--- src/rtl/rf_wb_if.sv ---
// Bundles the writeback scheduler's pipeline-facing signals: ALU/JAL writes,
// the load issue/return path, hazard query and the register-file write port.
interface rf_wb_if #(
  parameter int N = 32
);
  logic         alu_valid;
  logic [4:0]   alu_rd;
  logic         jal_valid;
  logic [4:0]   jal_rd;
  logic         ext_issue;
  logic [4:0]   ext_issue_rd;
  logic         ext_valid;
  logic         ext_ready;
  logic [4:0]   ext_rd;
  logic [N-1:0] ext_data;
  logic [4:0]   rs1;
  logic [4:0]   rs2;
  logic         stall;
  logic [2:0]   write_sel;
  logic [4:0]   wr_rd;
  logic [N-1:0] ext_wdata;
  logic         proto_err;

  modport master (
    output alu_valid, alu_rd, jal_valid, jal_rd, ext_issue, ext_issue_rd,
           ext_valid, ext_rd, ext_data, rs1, rs2,
    input  ext_ready, stall, write_sel, wr_rd, ext_wdata, proto_err
  );

  modport slave (
    input  alu_valid, alu_rd, jal_valid, jal_rd, ext_issue, ext_issue_rd,
           ext_valid, ext_rd, ext_data, rs1, rs2,
    output ext_ready, stall, write_sel, wr_rd, ext_wdata, proto_err
  );
endinterface

--- src/rtl/rf_wb_scheduler.sv ---
// Shares the register-file write port between ALU, JAL and buffered load data,
// and tracks outstanding loads in a per-register pending scoreboard.
module rf_wb_scheduler #(
  parameter int N          = 32,
  parameter int FIFO_DEPTH = 2
) (
  input logic   clk,
  input logic   n_reset,
  rf_wb_if.slave bus
);
  localparam int PW = $clog2(FIFO_DEPTH);

  logic [N-1:0] data_mem [FIFO_DEPTH];
  logic [4:0]   rd_mem   [FIFO_DEPTH];

  logic [PW:0]  wr_ptr_reg, wr_ptr_next;
  logic [PW:0]  rd_ptr_reg, rd_ptr_next;
  logic [31:0]  pending_reg, pending_next;
  logic         proto_err_reg, proto_err_next;

  logic         empty, full, ready, push, pop;
  logic         alu_wr, jal_wr;
  logic [4:0]   head_rd;

  always_comb begin
    empty   = (wr_ptr_reg == rd_ptr_reg);
    full    = (wr_ptr_reg[PW] != rd_ptr_reg[PW]) &&
              (wr_ptr_reg[PW-1:0] == rd_ptr_reg[PW-1:0]);
    head_rd = rd_mem[rd_ptr_reg[PW-1:0]];

    // A write to x0 leaves the port free for the FIFO; a JAL behind an ALU write is dropped.
    alu_wr  = bus.alu_valid && (bus.alu_rd != 5'd0);
    jal_wr  = !bus.alu_valid && bus.jal_valid && (bus.jal_rd != 5'd0);
    pop     = n_reset && !empty && !alu_wr && !jal_wr;
    ready   = n_reset && !full;
    push    = bus.ext_valid && ready;

    wr_ptr_next = wr_ptr_reg + {{PW{1'b0}}, push};
    rd_ptr_next = rd_ptr_reg + {{PW{1'b0}}, pop};

    proto_err_next = proto_err_reg
                   | (bus.alu_valid && bus.jal_valid)
                   | (bus.ext_valid && !ready)
                   | (alu_wr && pending_reg[bus.alu_rd])
                   | (jal_wr && pending_reg[bus.jal_rd]);

    bus.write_sel = 3'b000;
    bus.wr_rd     = 5'd0;
    if (n_reset) begin
      if (alu_wr) begin
        bus.write_sel = 3'b001;
        bus.wr_rd     = bus.alu_rd;
      end else if (jal_wr) begin
        bus.write_sel = 3'b010;
        bus.wr_rd     = bus.jal_rd;
      end else if (pop && (head_rd != 5'd0)) begin
        bus.write_sel = 3'b100;
        bus.wr_rd     = head_rd;
      end
    end

    bus.ext_ready = ready;
    bus.ext_wdata = data_mem[rd_ptr_reg[PW-1:0]];
    bus.proto_err = proto_err_reg;
    bus.stall     = n_reset &&
                    (((bus.rs1 != 5'd0) && pending_reg[bus.rs1]) ||
                     ((bus.rs2 != 5'd0) && pending_reg[bus.rs2]));
  end

  // Set beats clear: a re-issued load to the same register is still outstanding.
  assign pending_next[0] = 1'b0;
  for (genvar gi = 1; gi < 32; gi++) begin : g_pending
    assign pending_next[gi] = (bus.ext_issue && (bus.ext_issue_rd == 5'(gi))) ||
                              (pending_reg[gi] && !(pop && (head_rd == 5'(gi))));
  end

  always_ff @(posedge clk) begin
    if (!n_reset) begin
      wr_ptr_reg    <= '0;
      rd_ptr_reg    <= '0;
      pending_reg   <= '0;
      proto_err_reg <= 1'b0;
    end else begin
      wr_ptr_reg    <= wr_ptr_next;
      rd_ptr_reg    <= rd_ptr_next;
      pending_reg   <= pending_next;
      proto_err_reg <= proto_err_next;
    end
  end

  always_ff @(posedge clk) begin
    if (push) begin
      data_mem[wr_ptr_reg[PW-1:0]] <= bus.ext_data;
      rd_mem[wr_ptr_reg[PW-1:0]]   <= bus.ext_rd;
    end
  end
endmodule

--- src/flat_wrapper.sv ---
// flat-port wrapper written by rule: the top's interface ports become plain ports
module rf_wb_scheduler_flat 
#(
  parameter int N          = 32,
  parameter int FIFO_DEPTH = 2
)
  (clk, n_reset, bus_alu_valid, bus_alu_rd, bus_jal_valid, bus_jal_rd, bus_ext_issue, bus_ext_issue_rd, bus_ext_valid, bus_ext_rd, bus_ext_data, bus_rs1, bus_rs2, bus_ext_ready, bus_stall, bus_write_sel, bus_wr_rd, bus_ext_wdata, bus_proto_err);
  rf_wb_if #(.N(N)) bus_i ();
  input logic clk;
  input logic n_reset;
  input wire logic [$bits(bus_i.alu_valid)-1:0] bus_alu_valid;
  input wire logic [$bits(bus_i.alu_rd)-1:0] bus_alu_rd;
  input wire logic [$bits(bus_i.jal_valid)-1:0] bus_jal_valid;
  input wire logic [$bits(bus_i.jal_rd)-1:0] bus_jal_rd;
  input wire logic [$bits(bus_i.ext_issue)-1:0] bus_ext_issue;
  input wire logic [$bits(bus_i.ext_issue_rd)-1:0] bus_ext_issue_rd;
  input wire logic [$bits(bus_i.ext_valid)-1:0] bus_ext_valid;
  input wire logic [$bits(bus_i.ext_rd)-1:0] bus_ext_rd;
  input wire logic [$bits(bus_i.ext_data)-1:0] bus_ext_data;
  input wire logic [$bits(bus_i.rs1)-1:0] bus_rs1;
  input wire logic [$bits(bus_i.rs2)-1:0] bus_rs2;
  output wire logic [$bits(bus_i.ext_ready)-1:0] bus_ext_ready;
  output wire logic [$bits(bus_i.stall)-1:0] bus_stall;
  output wire logic [$bits(bus_i.write_sel)-1:0] bus_write_sel;
  output wire logic [$bits(bus_i.wr_rd)-1:0] bus_wr_rd;
  output wire logic [$bits(bus_i.ext_wdata)-1:0] bus_ext_wdata;
  output wire logic [$bits(bus_i.proto_err)-1:0] bus_proto_err;
  assign bus_i.alu_valid = bus_alu_valid;
  assign bus_i.alu_rd = bus_alu_rd;
  assign bus_i.jal_valid = bus_jal_valid;
  assign bus_i.jal_rd = bus_jal_rd;
  assign bus_i.ext_issue = bus_ext_issue;
  assign bus_i.ext_issue_rd = bus_ext_issue_rd;
  assign bus_i.ext_valid = bus_ext_valid;
  assign bus_i.ext_rd = bus_ext_rd;
  assign bus_i.ext_data = bus_ext_data;
  assign bus_i.rs1 = bus_rs1;
  assign bus_i.rs2 = bus_rs2;
  assign bus_ext_ready = bus_i.ext_ready;
  assign bus_stall = bus_i.stall;
  assign bus_write_sel = bus_i.write_sel;
  assign bus_wr_rd = bus_i.wr_rd;
  assign bus_ext_wdata = bus_i.ext_wdata;
  assign bus_proto_err = bus_i.proto_err;
  rf_wb_scheduler #(.N(N), .FIFO_DEPTH(FIFO_DEPTH)) u_core (.clk(clk), .n_reset(n_reset), .bus(bus_i));
endmodule
--- config.mk ---
export PLATFORM = sky130hd
export DESIGN_NAME = rf_wb_scheduler_flat
export DESIGN_NICKNAME = d
export VERILOG_FILES = /design/src/rtl/rf_wb_if.sv /design/src/rtl/rf_wb_scheduler.sv /design/src/flat_wrapper.sv
export SDC_FILE = /design/constraint.sdc
export NUM_CORES = 1
export LEC_CHECK = 0
export ABC_CLOCK_PERIOD_IN_PS = 7100
export CAP_MARGIN = 20
export CORE_ASPECT_RATIO = 0.7
export CORE_UTILIZATION = 56
export CTS_CLUSTER_DIAMETER = 50
export CTS_CLUSTER_SIZE = 14
export DETAILED_ROUTE_END_ITERATION = 10
export PLACE_DENSITY_LB_ADDON = 0.05
export SETUP_SLACK_MARGIN = 0.3
export SLEW_MARGIN = 15
export SYNTH_ARGS = -nofsm -noshare
export SYNTH_HDL_FRONTEND = slang
export SYNTH_SLANG_ARGS = --single-unit
--- constraint.sdc ---
create_clock -name clk -period 7.1 [get_ports clk]
set_clock_uncertainty 0.1 [all_clocks]
set_input_delay 1.42 -clock clk [delete_from_list [all_inputs] [get_ports clk]]
set_output_delay 1.42 -clock clk [all_outputs]
set_load 0.005 [all_outputs]
[Yosys cells after proc, flatten, opt, wreduce, memory -nomap -nowiden]
Memories as Yosys holds them, arrays and structs flattened. A register that Yosys moved wholly into a read port is not among the register bits.
Cells that the tools add are included.
Cells by class
  bitwise logic cells: 4
  reduce and logical (&&, ||, !) cells: 184
  magnitude comparators: 4
  add/sub/neg operators: 2
  eq/ne operators: 65
  multiplexer cells: 20
Operators with widths (count)
  $eq 5x5->1 const B: 32
  $logic_and 1x1->1: 110
  $eq 5x4->1 const B: 16
  $eq 5x3->1 const B: 8
  $logic_not 1->1: 37
  $logic_or 1x1->1: 32
  $reduce_bool 5->1: 5
  $lt 5x6->1 const B: 4
  $bmux 1 s5: 4
  $eq 5x2->1 const B: 4
  $mux 5: 4
  $mux 3: 4
  $eq 5x1->1 const B: 2
  $mux 1: 8
  $add 2x1->2: 2
  $or 1x1->1: 4
  $eq 2x2->1: 1
  $eq 1x1->1: 1
  $ne 1x1->1: 1
Word-level totals
  register bits: 37
  RAM bits: 74
  memories: 2
  word-level logic and storage cells: 286
  output and inout port bits: 43
  input bits: 68
Memory list
  u_core.data_mem: words 2, bits a word 32, rd ports 1, clocked after Yosys merged registers in 1, write ports 1, line rf_wb_scheduler.sv:13  | logic [N-1:0] data_mem [FIFO_DEPTH];
  u_core.rd_mem: words 2, bits a word 5, rd ports 1, clocked after Yosys merged registers in 1, write ports 1, line rf_wb_scheduler.sv:14  | logic [4:0] rd_mem [FIFO_DEPTH];

[Logic depth before layout (Yosys ltp)]
  depth after elaboration: 10
  gate-level depth with buffers: 9
  mapped depth without buffers: 7

[Least setup slack after synthesis]
No wires, ideal clock.
  path type: input to output
  from: input port bus_rs2[0]
  to: output port bus_stall
  buffers on the path: 1
  required time: 5580 ps
  setup slack: 2704 ps
  arrival time: 2876 ps
  stages on the path: 5
  cells stage by stage: buf_2 mux4_2 mux4_2 a22oi_1 a21oi_1
Between the ends
  cells in the longest elaborated chain, start to end: 5
  elaborated cells on any way between the ends: 6
  classes of those cells: mux (2); reduce/logical (4)
RTL lines
  from (decl): line flat_wrapper.sv:21  | input wire logic [$bits(bus_i.rs2)-1:0] bus_rs2;
  $bmux 1 s5: line rf_wb_scheduler.sv:67  | ((bus.rs2 != 5'd0) && pending_reg[bus.rs2]));
  $mux 1 (not written as such): line rf_wb_scheduler.sv:67
  $logic_and 1x1->1 (*): line rf_wb_scheduler.sv:67
  $logic_or 1x1->1 (*): line rf_wb_scheduler.sv:66  | (((bus.rs1 != 5'd0) && pending_reg[bus.rs1]) ||
  $logic_and 1x1->1 (*): line rf_wb_scheduler.sv:65  | bus.stall = n_reset &&
  to (decl): line flat_wrapper.sv:23  | output wire logic [$bits(bus_i.stall)-1:0] bus_stall;
Every way passes the cells marked *; elsewhere a longest branch is shown, timed or not. The select of a mux whose other input is x is not followed.

[Worst setup path after layout]
  from: input port bus_rs1[0]
  to: output port bus_stall
Between the ends
  cells in the longest elaborated chain, start to end: 5
  elaborated cells on any way between the ends: 6
  classes of those cells: mux (2); reduce/logical (4)
RTL lines
  from (decl): line flat_wrapper.sv:20  | input wire logic [$bits(bus_i.rs1)-1:0] bus_rs1;
  $bmux 1 s5: line rf_wb_scheduler.sv:66
  $mux 1 (not written as such): line rf_wb_scheduler.sv:66
  $logic_and 1x1->1 (*): line rf_wb_scheduler.sv:66
  $logic_or 1x1->1 (*): line rf_wb_scheduler.sv:66
  $logic_and 1x1->1 (*): line rf_wb_scheduler.sv:65
Marked as above.

==> results summary <==
The run finished with clean final reports. The residual overflow from global routing is 0. The root buffer cell chosen for the clock tree is sky130_fd_sc_hd__clkbuf_16.

The switching part of the total is between 20% and 30%. Combinational logic is responsible for between 10% and 20% of the overall power. The number of max-slew violations in the final report came to 0. The die footprint is 10700 µm². The post-CTS clock slew at the launch and capture registers of the worst setup and hold paths is 60 ps. The net switching power is about 0.00033 W. The number of buffers added by the clock tree synthesis step came out at 9. The area of the mapped netlist came out at about 5700 µm².

The via count of the first global-routing pass was ~4200. The number of setup violations in the final report came out at 0. In this run the vertical extent of the chip is between 80 and 90 µm. In this run the worst hold path is classified as reg -> reg. The half-perimeter wire length after detailed placement came out at about 11000 µm.

The internal power came out at roughly 0.0011 W. The worst-case headroom to the max-slew limit came out at between 20% and 30%. The area growth from synthesis to layout came out at 24.3%. The tool flagged a number of max-cap violations equal to 0. The number of distinct library cell variants in the gate-level netlist after synthesis came out at 48. The worst setup path is launched from an input port. The share of the synthesized area in the top cell type came out at 38.7%.

The data arrival time of the worst path came out at 4110 ps. The number of buffer and inverter stages on the critical path came out at 2. The DRC violation count after routing came out at 0. The critical register-to-register path endpoint is u_core.pending_reg[1]. Across every metal layer, demand over resource in global routing totals between 20 and 30%. The actual slew at the worst max-slew pin is around 1100 ps. The critical path class is in -> out. The number of fill cells is 674.

The cell area power density came out at between 150 and 200 nW/µm². Routability-driven placement finished with a final weighted congestion of approximately 0.9. The slowest cell on the critical path is sky130_fd_sc_hd__clkdlybuf4s50_1.

The global-route wire length before repair came out at around 23000 µm. The post-layout net count is between 600 and 700. The clock passes through at most 2 buffers.

The worst-case IR drop observed on VDD is approximately 0.14 mV. The setup slack of the most critical reg-to-reg path is roughly 4300 ps. The clock sink total is 111. The proportion of synthesized flip-flops having asynchronous set or reset came out at 0%.

The number of setup buffers added after CTS came out at 0. The number of cells traversed by the worst hold path is 2. The total negative slack for setup checks is 0 ps. The total I/O pin count is 111. The proportion of power drawn by flip-flops and latches is a little over half. After technology mapping, the gate count stands at 443. The post-synthesis average cell area is 13.0 µm². The total number of placement rows is 30. The floorplan step defined a core boundary enclosing between 9000 and 10000 µm².

The number of flops mapped to enable cells by yosys is 74. The first routing iteration left slightly above 500 violations. The net count after synthesis came out at just over 500. The number of warnings issued by yosys came out at 0. The worst hold path begins at u_core.rd_ptr_reg[1].

Port buffering added between 100 and 150 buffers. The delay of the slowest cell on the worst path is 860 ps. After detailed routing, the average wire length per cell comes to about 22 µm. Setup repair after global routing left no endpoint under its margin.

The number of antenna violations at the first check in global routing is 0. The portion of the post-synthesis area used by sequential elements came out at between 50% and 60%. The required time at the worst-slack endpoint came out at roughly 5600 ps. Yosys attributes the largest share of cell area to sky130_fd_sc_hd__edfxtp_1 (39%), sky130_fd_sc_hd__dfxtp_1 (13%), sky130_fd_sc_hd__mux4_2 (9.4%). The post-route antenna net violation count is 0. Hold repair after CTS inserted 0 buffers. The detailed-route wire length on metal 1 is 6220 µm. The largest net degree at the start of global routing came out at 47.

The kind of end point of the critical path is a primary output. Once the floorplan was initialized, standard cells occupied between 50% and 60% of the core. The highest layer touched by signal routing is met4. The insertion delay to the later sink of the worst-skew pair is about 350 ps. The signal on the critical path passes through clkdlybuf4s50_1 > mux4_2 > mux4_2 > a22oi_1 > a21oi_1 > clkdlybuf4s50_1. Cells with a size suffix above 1 make up about 15% of the layout. The detailed router placed around 4400 vias in this run.

For this run, the leading register cell type out of synthesis is sky130_fd_sc_hd__edfxtp_1. The length of routed met3 wiring is 1910 µm. The clock period minus worst slack is around 5600 ps. The repair_antennas step left the layout with diodes totalling 0. The register with the most flip-flops in the layout has 64 of them. The post-synthesis sequential element count is 111. The count of endpoints failing hold in the final timing report came out at 0.

The quantity of gates resized following cts is 0. sky130_fd_sc_hd__edfxtp_1 takes more of the synthesized area than any other cell. Broken down by cell family, the worst path's largest delay share belongs to buffers and inverters. In this run the static leakage power is 2.31 nW. The chip width is 123 µm. The worst reg-to-reg path cell count is 4. TritonCTS built the clock tree. The via density per instance is approximately 6.6. The power after layout is around 0.0014 W. In the finished design, the share of the clock period the worst path needs comes to a little under 80%. The maximum operating frequency is 178 MHz. The maximum net fanout on the critical path is 10. For this block, the routed nets add up to 14900 µm of wire. The total number of H-tree levels is 3. The share of total power in the clock network is 33.5%.

Summed over all nets, wire length on met2 after detailed routing comes to approximately 6600 µm. The path with the worst hold slack has its endpoint at u_core.rd_ptr_reg[1]. The first detailed-routing pass took 6 iterations.
-- how the worst max path moves through the flow --
stage	end	from	depth (start not counted)	slack, ps
after global placement	bus_stall	bus_rs1[0]	6	1540
after floorplan	bus_stall	bus_rs2[0]	5	2700
after global routing	bus_stall	bus_rs1[0]	6	1320
after detailed placement	bus_stall	bus_rs1[0]	6	1480
final	bus_stall	bus_rs1[0]	6	1470
after CTS	bus_stall	bus_rs1[0]	6	1470
-- cell usage after synthesis (3+ instances only) --
| master | instances |
|---|---|
| sky130_fd_sc_hd__a21oi_1 | 32 |
| sky130_fd_sc_hd__a311oi_1 | 27 |
| sky130_fd_sc_hd__a31oi_1 | 7 |
| sky130_fd_sc_hd__and2_1 | 5 |
| sky130_fd_sc_hd__buf_1 | 8 |
| sky130_fd_sc_hd__buf_2 | 5 |
| sky130_fd_sc_hd__buf_6 | 3 |
| sky130_fd_sc_hd__clkbuf_1 | 12 |
| sky130_fd_sc_hd__dfxtp_1 | 37 |
| sky130_fd_sc_hd__edfxtp_1 | 74 |
| sky130_fd_sc_hd__ha_1 | 3 |
| sky130_fd_sc_hd__inv_1 | 8 |
| sky130_fd_sc_hd__mux2_2 | 34 |
| sky130_fd_sc_hd__mux2i_1 | 22 |
| sky130_fd_sc_hd__mux4_1 | 6 |
| sky130_fd_sc_hd__mux4_2 | 24 |
| sky130_fd_sc_hd__nand2_1 | 37 |
| sky130_fd_sc_hd__nand2b_1 | 8 |
| sky130_fd_sc_hd__nand3_1 | 14 |
| sky130_fd_sc_hd__nor2_1 | 13 |
| sky130_fd_sc_hd__nor2b_1 | 10 |
| sky130_fd_sc_hd__nor3_1 | 4 |
| sky130_fd_sc_hd__nor3b_2 | 3 |
| sky130_fd_sc_hd__o21a_1 | 3 |
| sky130_fd_sc_hd__o21ai_0 | 7 |
| sky130_fd_sc_hd__o22ai_1 | 4 |
| sky130_fd_sc_hd__o32ai_1 | 4 |
| sky130_fd_sc_hd__xnor2_1 | 4 |
-- cell usage in the layout (no fill, tap or decap), types with 3 or more instances in the layout --
cell type and n:
sky130_fd_sc_hd__a21oi_1 32, sky130_fd_sc_hd__a311oi_1 27, sky130_fd_sc_hd__a31oi_1 7, sky130_fd_sc_hd__and2_1 5
sky130_fd_sc_hd__clkbuf_16 9, sky130_fd_sc_hd__clkdlybuf4s50_1 110, sky130_fd_sc_hd__clkinv_1 3, sky130_fd_sc_hd__dfxtp_1 36
sky130_fd_sc_hd__edfxtp_1 74, sky130_fd_sc_hd__inv_1 8, sky130_fd_sc_hd__mux2_2 34, sky130_fd_sc_hd__mux2i_1 22
sky130_fd_sc_hd__mux4_1 6, sky130_fd_sc_hd__mux4_2 24, sky130_fd_sc_hd__nand2_1 37, sky130_fd_sc_hd__nand2b_1 8
sky130_fd_sc_hd__nand3_1 14, sky130_fd_sc_hd__nor2_1 13, sky130_fd_sc_hd__nor2b_1 10, sky130_fd_sc_hd__nor3_1 4
sky130_fd_sc_hd__nor3b_2 3, sky130_fd_sc_hd__o21a_1 3, sky130_fd_sc_hd__o21ai_0 7, sky130_fd_sc_hd__o22ai_1 4
sky130_fd_sc_hd__o32ai_1 4, sky130_fd_sc_hd__xnor2_1 4
-- power by group through the flow --
| stage | clock network, W | registers (W) | logic [W] |
|---|---|---|---|
| floorplan | 0 | 0.000732 | 0.0000976 |
| global placement | 0 | 0.000741 | 0.000185 |
| CTS | 0.000467 | 0.000728 | 0.000191 |
| finish | 0.000464 | 0.000728 | 0.000192 |
| detailed placement | 0 | 0.000742 | 0.000189 |
| global route | 0.000489 | 0.000730 | 0.000204 |
-- logic make-up after synthesis --
family                     share of synthesized area, %
DFF                                                51.5
and+or+nand+nor                                    9.64
AOI/OAI and AO/OA                                  11.7
muxes                                              22.6
buffers and inverters                              3.11
xor gates and xnor gates                          0.762
adders and majority gates                         0.653
-- routing by layer --
metal	vias up	global-route usage, %
li1	1939	-
met1	2127	40.5
met2	299	43.7
met3	24	9.14
met4	0	7.45
met5	-	0
-- area by class of cell --
type | instances | area, µm² | area share (%)
Clock inverter | 7 | 47.5 | 0.665
Sequential cell | 111 | 2960 | 41.5
Tap cell | 128 | 160 | 2.24
Timing Repair Buffer | 111 | 1110 | 15.5
Multi-Input combinational cell | 294 | 2610 | 36.5
Inverter | 8 | 30.0 | 0.420
Clock buffer | 9 | 225 | 3.15
-- through the flow --
step | worst slack [ps] | instance area, µm² | hold slack, ps | util [%] | instances
2_1_floorplan | 2700 | 5750 | 379 | - | 443
3_3_place_gp | 1540 | 6880 | 422 | 69.9 | 652
3_5_place_dp | 1480 | 6880 | 441 | 69.9 | 652
4_1_cts | 1470 | 7150 | 464 | 72.7 | 668
5_1_grt | 1320 | 7150 | 487 | 72.7 | 668
6_report | 1470 | 7150 | 460 | 72.7 | 668
-- worst min-delay path, stage by stage (launching register included) --
cell and delay (ps):
sky130_fd_sc_hd__dfxtp_1 360, sky130_fd_sc_hd__xnor2_1 80, sky130_fd_sc_hd__nor2_1 80
(Power assumes the default switching activity.)
